===== src/rtl/synapse_dispatcher.sv =====
// -----------------------------------------------------------------------------
// synapse_dispatcher
//
// Purpose:
//   Accepts spike events (firing neuron IDs) into a small FIFO and expands each
//   spike into its list of synaptic events.  Each source owns FANOUT_MAX
//   consecutive words of an external synapse table; the list ends at the first
//   entry whose valid bit is clear, or after FANOUT_MAX entries.  One source is
//   fully dispatched before the next spike is taken from the FIFO.
//
// Ports:
//   clk, rst                    clock (rising edge), synchronous active-high reset
//   spike_in_neuron_id/_valid   spike input, valid/ready handshake
//   spike_in_ready
//   tbl_rd_en, tbl_addr         table read request; address = {src[SRC_BITS-1:0], k}
//   tbl_rd_data                 {valid, target_id[15:0], weight[7:0]}, one cycle
//                               after tbl_rd_en
//   syn_src_id/_target_id       synaptic event output, valid/ready handshake
//   syn_weight/_valid, syn_ready
//   busy                        dispatcher FSM not idle
//   fifo_count                  spike FIFO occupancy
//   fsm_state                   current FSM state (IDLE=0, FETCH=1, WAIT=2, EMIT=3)
//   stat_clear, stat_spikes_in, optional saturating handshake counters,
//   stat_events_out             present only when DISPATCH_STATS_EN is defined
//
// Handshake semantics (both channels): a transfer happens on a rising edge where
// valid and ready are both high; the producer keeps valid and its payload
// stable until that edge, and ready may be driven from any state.
//
// Optional feature macro: DISPATCH_STATS_EN (undefined in the default build).
// -----------------------------------------------------------------------------
module synapse_dispatcher #(
   parameter int FIFO_DEPTH = 4,
   parameter int FANOUT_MAX = 4,
   parameter int SRC_BITS   = 6,
   localparam int K_W       = $clog2(FANOUT_MAX),
   localparam int ADDR_W    = SRC_BITS + K_W,
   localparam int PTR_W     = $clog2(FIFO_DEPTH),
   localparam int CNT_W     = PTR_W + 1
) (
   input  logic              clk,
   input  logic              rst,
   input  logic [15:0]       spike_in_neuron_id,
   input  logic              spike_in_valid,
   output logic              spike_in_ready,
   output logic              tbl_rd_en,
   output logic [ADDR_W-1:0] tbl_addr,
   input  logic [24:0]       tbl_rd_data,
   output logic [15:0]       syn_src_id,
   output logic [15:0]       syn_target_id,
   output logic [7:0]        syn_weight,
   output logic              syn_valid,
   input  logic              syn_ready,
   output logic              busy,
   output logic [1:0]        fsm_state,
`ifdef DISPATCH_STATS_EN
   input  logic              stat_clear,
   output logic [15:0]       stat_spikes_in,
   output logic [15:0]       stat_events_out,
`endif
   output logic [CNT_W-1:0]  fifo_count
);

   localparam logic [1:0] S_IDLE  = 2'd0;
   localparam logic [1:0] S_FETCH = 2'd1;
   localparam logic [1:0] S_WAIT  = 2'd2;
   localparam logic [1:0] S_EMIT  = 2'd3;

   localparam logic [CNT_W-1:0] DEPTH_C = CNT_W'(FIFO_DEPTH);
   localparam logic [K_W-1:0]   K_LAST  = K_W'(FANOUT_MAX - 1);

   // ---------------------------------------------------------------- FIFO
   logic [15:0]      fifo_mem [FIFO_DEPTH];
   logic [PTR_W-1:0] wr_ptr;
   logic [PTR_W-1:0] rd_ptr;
   logic [CNT_W-1:0] count;
   logic             push;
   logic             pop;

   logic [1:0]       state;
   logic [15:0]      src;
   logic [K_W-1:0]   k;

   assign spike_in_ready = (count < DEPTH_C);
   assign push           = spike_in_valid && spike_in_ready;
   // The FSM takes the head only while idle, so a whole source list is
   // dispatched before the next spike is looked at.
   assign pop            = (state == S_IDLE) && (count != '0);
   assign fifo_count     = count;

   always_ff @(posedge clk) begin
      if (push) begin
         fifo_mem[wr_ptr] <= spike_in_neuron_id;
      end
   end

   always_ff @(posedge clk) begin
      if (rst) begin
         wr_ptr <= '0;
         rd_ptr <= '0;
         count  <= '0;
      end else begin
         if (push) wr_ptr <= wr_ptr + PTR_W'(1);
         if (pop)  rd_ptr <= rd_ptr + PTR_W'(1);
         // Simultaneous push and pop leaves the occupancy unchanged.
         case ({push, pop})
            2'b10:   count <= count + CNT_W'(1);
            2'b01:   count <= count - CNT_W'(1);
            default: ;
         endcase
      end
   end

   // ---------------------------------------------------------------- FSM
   assign tbl_rd_en = (state == S_FETCH);
   assign tbl_addr  = {src[SRC_BITS-1:0], k};
   assign busy      = (state != S_IDLE);
   assign fsm_state = state;

   always_ff @(posedge clk) begin
      if (rst) begin
         state         <= S_IDLE;
         src           <= '0;
         k             <= '0;
         syn_valid     <= 1'b0;
         syn_src_id    <= '0;
         syn_target_id <= '0;
         syn_weight    <= '0;
      end else begin
         case (state)
            S_IDLE: begin
               if (pop) begin
                  src   <= fifo_mem[rd_ptr];
                  k     <= '0;
                  state <= S_FETCH;
               end
            end
            S_FETCH: begin
               state <= S_WAIT;
            end
            S_WAIT: begin
               // Table word arrives this cycle; a clear valid bit ends the list.
               if (tbl_rd_data[24]) begin
                  syn_src_id    <= src;
                  syn_target_id <= tbl_rd_data[23:8];
                  syn_weight    <= tbl_rd_data[7:0];
                  syn_valid     <= 1'b1;
                  state         <= S_EMIT;
               end else begin
                  state <= S_IDLE;
               end
            end
            S_EMIT: begin
               // Outputs are registers untouched here until the handshake.
               if (syn_ready) begin
                  syn_valid <= 1'b0;
                  if (k == K_LAST) begin
                     state <= S_IDLE;
                  end else begin
                     k     <= k + K_W'(1);
                     state <= S_FETCH;
                  end
               end
            end
            default: state <= S_IDLE;
         endcase
      end
   end

   // ---------------------------------------------------------------- stats
`ifdef DISPATCH_STATS_EN
   logic syn_hs;
   assign syn_hs = syn_valid && syn_ready;

   always_ff @(posedge clk) begin
      if (rst || stat_clear) begin
         // Clear wins over any increment in the same cycle.
         stat_spikes_in  <= '0;
         stat_events_out <= '0;
      end else begin
         if (push && (stat_spikes_in != 16'hFFFF)) begin
            stat_spikes_in <= stat_spikes_in + 16'd1;
         end
         if (syn_hs && (stat_events_out != 16'hFFFF)) begin
            stat_events_out <= stat_events_out + 16'd1;
         end
      end
   end
`else
   // Statistics counters are not built in this configuration.
`endif

endmodule


===== config.mk =====
export PLATFORM = sky130hd
export DESIGN_NAME = synapse_dispatcher
export DESIGN_NICKNAME = d
export VERILOG_FILES = /design/src/rtl/synapse_dispatcher.sv
export SDC_FILE = /design/constraint.sdc
export NUM_CORES = 1
export LEC_CHECK = 0
export BUFFER_PORTS_ARGS = -buffer_cell sky130_fd_sc_hd__buf_2
export CAP_MARGIN = 40
export CORE_MARGIN = 5
export CORE_UTILIZATION = 48
export CTS_CLUSTER_SIZE = 30
export DETAILED_ROUTE_END_ITERATION = 8
export GPL_TIMING_DRIVEN = 0
export PLACE_DENSITY = 0.82
export SYNTH_ARGS = -nofsm -noshare
export SYNTH_HDL_FRONTEND = slang
export SYNTH_SLANG_ARGS = --single-unit

===== constraint.sdc =====
create_clock -name clk -period 2.8 [get_ports clk]
set_input_delay 0 -clock clk [delete_from_list [all_inputs] [get_ports clk]]
set_output_delay 0 -clock clk [all_outputs]
set_load 0.01 [all_outputs]

### After elaboration in Yosys (flattened, before gate mapping)

Memories as Yosys holds them, arrays and structs flattened. A register that Yosys moved wholly into a read port is not among the register bits.
Index checks and enable logic that the tools add are counted.

* multiplexer cells: 15
* equality and inequality tests: 10
* reductions and logical operators: 13
* add/subtract/negate cells: 5
* order comparisons: 1

Operator list (count)
* two-way mux 2 bit: 6
* == test 2 bit, second input constant: 4
* inequality test 2 bit, second input constant: 4
* one-hot mux 2 bit (4 select lines): 1
* nonzero test 2 bit: 4
* adder 2 x 1 -> 2 bit, second input constant: 3
* one-hot mux 3 bit (2 select lines): 1
* AND reduction 2 bit: 3
* two-way mux 1 bit: 5
* == test 2 x 1 -> 1 bit, second input constant: 2
* one-hot mux 2 bit (2 select lines): 1
* AND reduction 4 bit: 1
* adder 3 x 1 -> 3 bit, second input constant: 1
* less-than comparator 3 bit, second input constant: 1
* AND reduction 3 bit: 1
* nonzero test 3 bit: 1
* subtractor 3 x 1 -> 3 bit, second input constant: 1
* logical AND 1 bit: 2
* logical NOT 2 bit: 1
* one-hot mux 1 bit (2 select lines): 1

* logic and storage cells: 54
* memories kept: 1
* register bits: 52
* RAM bits: 64
* input bits: 45

Memory list
* fifo_mem: depth 4, width 16, rd ports 1, clocked after Yosys merged registers in 1, wr ports 1, RTL line 73 `logic [15:0] fifo_mem [FIFO_DEPTH];`

### Depth between registers and ports, before layout

* depth in word-level cells: 4
* depth in mapped cells: 10
* gate-level depth less buffers: 9

### Least setup slack after synthesis

Ideal clock, no wire load.

* kind: reg2reg
* start: register state[1] (netlist: fsm_state[1])
* end: register count[2] (netlist: fifo_count[2])
* stages on the path, launching flop included: 11
* library setup time: 0.070 ns
* slack: 0.731 ns
* period minus slack after synthesis: 2.069 ns
* data required time: 2.730 ns
* arrival: 1.998 ns
* cell sequence: dfxtp_1 > buf_6 > nor2_8 > inv_2 > nor2_1 > ha_1 > inv_1 > fa_1 > xor2_1 > or3_1 > a21oi_1

* longest elaborated chain between the ends: 4
* elaborated cells between the ends (all ways): 6
* those cells by class: 2 x eq/ne; 1 x mux; 3 x reduce/logical

Ends and longest elaborated chain
* start: declaration: RTL line 80 `logic [1:0] state;`
* start signal: assignment: RTL line 122 `state <= S_IDLE;`
* start signal: assignment: RTL line 135 `state <= S_FETCH;`
* start signal: assignment: RTL line 139 `state <= S_WAIT;`
* logical NOT 2 bit (*): RTL line 88 `assign pop = (state == S_IDLE) && (count != '0);`
* logical AND 1 bit (*): RTL line 88
* net pop: RTL line 78 `logic pop;`
* == test 2 x 1 -> 1 bit / == test 2 bit (equally long branches): RTL line 106 `case ({push, pop})`
* one-hot mux 3 bit (2 select lines) / nonzero test 2 bit (equally long branches)
* end signal: assignment: RTL line 107 `2'b10: count <= count + CNT_W'(1);`
* end signal: assignment: RTL line 108 `2'b01: count <= count - CNT_W'(1);`
* end: declaration: RTL line 76 `logic [CNT_W-1:0] count;`

The timed path passes the listed nets; every way through them passes the cells marked *.
A chain may end at the register's enable or synchronous reset.

### Final worst setup path

Ends and elaborated chain as after synthesis.

==> flow_summary.json <==
{
  "drv_cap": 0,
  "die_y_um": 112,
  "overflow": 0,
  "root_buffer": "clkbuf_8",
  "clkTransAtPathRegs_ps": 60,
  "antenna_found_initial": 0,
  "reg2regPathDepth": 10,
  "finalPower_mw": 6.04,
  "synth_cell_types": 35,
  "status": "completed",
  "path_buf_inv": 3,
  "min_period_ps": 2210,
  "io_pins": 102,
  "wire_per_inst_um": 16.2,
  "nNetsFinal": 596,
  "area_delta_synth_final_pct": 33.1,
  "crit_family": "simple AND/OR/NAND/NOR gates",
  "path_depth": 10,
  "p_per_area_nw_per_um2": 914,
  "die_w_um": 112,
  "final-setup-viol-count": 0,
  "critical_path.startpoint": "fsm_state[1]",
  "clock-sinks": 132,
  "r2r_end": "fifo_count[2]",
  "worstReg2RegStart": "fsm_state[1]",
  "fillCellCount": 751,
  "wl_mm": 11.2,
  "critPathKind": "flop to flop",
  "async_flop_share_pct": 0,
  "yosys_warnings": 0,
  "grt.total_usage_pct": 18.6,
  "ir_drop_v": 0.000444,
  "cts_tree": "yes",
  "seqCellArea_sq_um": 3280,
  "dp_hpwl_mm": 7.26,
  "worstPathMaxFanout": 10,
  "p_leak_nw": 2.60,
  "syn_inst": 383,
  "grt_pass1_vias": 3525,
  "synth_ff_type": "dfxtp_1",
  "synthesis.nets": 435,
  "htree_levels": 4,
  "multi_input_area_sq_um": 1460,
  "die_area_sq_um": 12500,
  "place.gp.congestion": 0.811,
  "firstDrtPassIters": 5,
  "antenna_cells": 0,
  "drc": 0,
  "grt_pass1_wl_mm": 18.0,
  "critPathLaunchType": "flop",
  "rows": 37,
  "critPathMaxStageDelay_ps": 380,
  "worst_setup_path_end_kind": "flop",
  "rsz0062_at_grt": "no",
  "clock_latency_ps": 520,
  "skew_ps": 6.14,
  "crit_required_ps": 3250,
  "slew_violations": 0,
  "drive_gt1_share_pct": 31.4,
  "worst_ep_arrival_time_ps": 2660,
  "hold_viol": 0,
  "crit_chain": "buf_6, nor2_8, inv_2, nor2_1, ha_1, inv_1, fa_1, xor2_1, or3_1, a21oi_1",
  "yosysSeqAreaShare_pct": 66.1,
  "numPlacedInstances": 619,
  "cts_resized": 0,
  "cts_buffers": 17,
  "drt-vias-per-instance": 5.06,
  "cts_buffer_depth": 2,
  "vias": 3509,
  "hold_class": "input port to flop",
  "ys_ff_latch": 132,
  "cts_setup_buffers": 0,
  "port_buffers": 100,
  "start_util_pct": 48.7,
  "layout_common_cells": "buf_2 (109), nand2_1 (81), dfxtp_1 (68)",
  "worstSetupEndpoint": "fifo_count[2]",
  "syn_area_sq_um": 4960,
  "r2r_slack_ps": 590,
  "synth_edf_count": 64,
  "max_slew_margin_pct": 43.1,
  "antenna_left": 0,
  "min_period_over_period_pct": 79.1,
  "final_common_cell": "buf_2",
  "worst_path_max_delay_cell": "fa_1",
  "fin_tns_setup_ps": 0,
  "core_sq_um": 10200,
  "max_freq_ghz": 0.452,
  "syn_area_per_cell_sq_um": 13.0,
  "drt_iter0_drc": 228,
  "worst_slew_pin_slew_ps": 853,
  "grt_max_degree": 17,
  "layout.cells.non_filler": 693,
  "utilization_pct": 64.9
}
routing by layer:
| layer | track usage [%] | share of wire (%) | wire [um] |
|---|---|---|---|
| met1 | 21.1 | 40 | 4450 |
| met2 | 32.5 | 52 | 5840 |
| met3 | 5.76 | 6.5 | 730 |
| met4 | 8.11 | 1.9 | 211 |
| met5 | 0 | 0 | 0 |
synth_stat cells, types with 2 or more instances:
master    instances  area [sq um]
nand2_1          81           304
dfxtp_1          68          1360
edfxtp_1         64          1920
a21oi_1          47           235
a22o_1           16           140
mux4_2           16           360
buf_4            11          82.6
buf_2             9          45.0
nor2_1            9          33.8
inv_1             8          30.0
clkbuf_1          7          26.3
ha_1              6          75.1
and2_1            4          25.0
nor2b_1           4          25.0
o211ai_1          4          30.0
buf_6             3          33.8
o21ai_0           3          15.0
and3b_1           2          17.5
nand3b_1          2          15.0
nor3_2            2          20.0
or3_1             2          12.5
xor2_1            2          17.5
layout make-up:
type / count / share of cell area [%]
tap: 136 / 2.57
clock buffer: 20 / 6.44
inverter: 9 / 0.511
timing repair buffer: 142 / 13.9
multi-input combinational: 212 / 22.1
buffer: 30 / 2.84
clock inverter: 12 / 1.95
sequential: 132 / 49.7
flip-flops by register name (all words and copies together) (netlist names):
register       flops
wr_ptr             2
syn_src_id        16
syn_target_id     16
fsm_state          2
k                  2
fifo_mem          64
syn_weight         8
rd_ptr             2
syn_valid          1
fifo_count         3
src               16
power breakdown:
part	switching, mW	internal (mW)	leakage [nW]
sequential	0.188	2.35	1.14
combinational	0.766	0.679	1.19
clock	0.797	1.27	0.267
total	1.75	4.29	2.60
cell families (layout without fill, tap and decap cells):
kind of cell | count (synthesis) | in the layout | share of synthesized area (%)
AO/OA/AOI/OAI | 75 | 75 | 9.48
XOR/XNOR | 3 | 3 | 0.529
adder cells (fa/ha/maj) | 7 | 7 | 1.92
buffers and inverters | 39 | 213 | 4.46
flip-flops | 132 | 132 | 66.1
multiplexers | 17 | 17 | 7.46
AND/OR/NAND/NOR | 110 | 110 | 10.0
worst min path at each step:
stage | startpoint | endpoint | slack [ps] | cells past startpoint
6_report | spike_in_valid | wr_ptr[0] | 100 | 5
5_1_grt | rst | fsm_state[0] | 120 | 2
4_1_cts | rst | fsm_state[0] | 70 | 2
3_5_place_dp | spike_in_neuron_id[9] | fifo_mem[2][9] | 220 | 1
3_3_place_gp | spike_in_neuron_id[15] | fifo_mem[2][15] | 210 | 1
2_1_floorplan | spike_in_neuron_id[0] | fifo_mem[0][0] | 100 | 0
through the flow:
stage	setup slack [ps]	hold WS, ps	area [sq um]
5_1_grt	445	116	6610
4_1_cts	579	74.5	6610
6_report	587	102	6610
3_3_place_gp	659	210	5630
2_1_floorplan	731	98.9	4960
3_5_place_dp	606	221	5630
what timing repair did:
item                                   4_1_cts  5_1_grt
hold buffers                                42        0
setup endpoints to repair                    0        0
endpoints found under the hold margin       93        0
worst reg2reg max path, stage by stage, from the launching register on:
cell     delay (ps)
dfxtp_1         320
buf_6           140
nor2_8          110
inv_2            80
nor2_1          230
ha_1            240
inv_1            60
fa_1            380
xor2_1          160
or3_1           300
a21oi_1         130
Note: power is estimated with default switching activity, not from simulation.
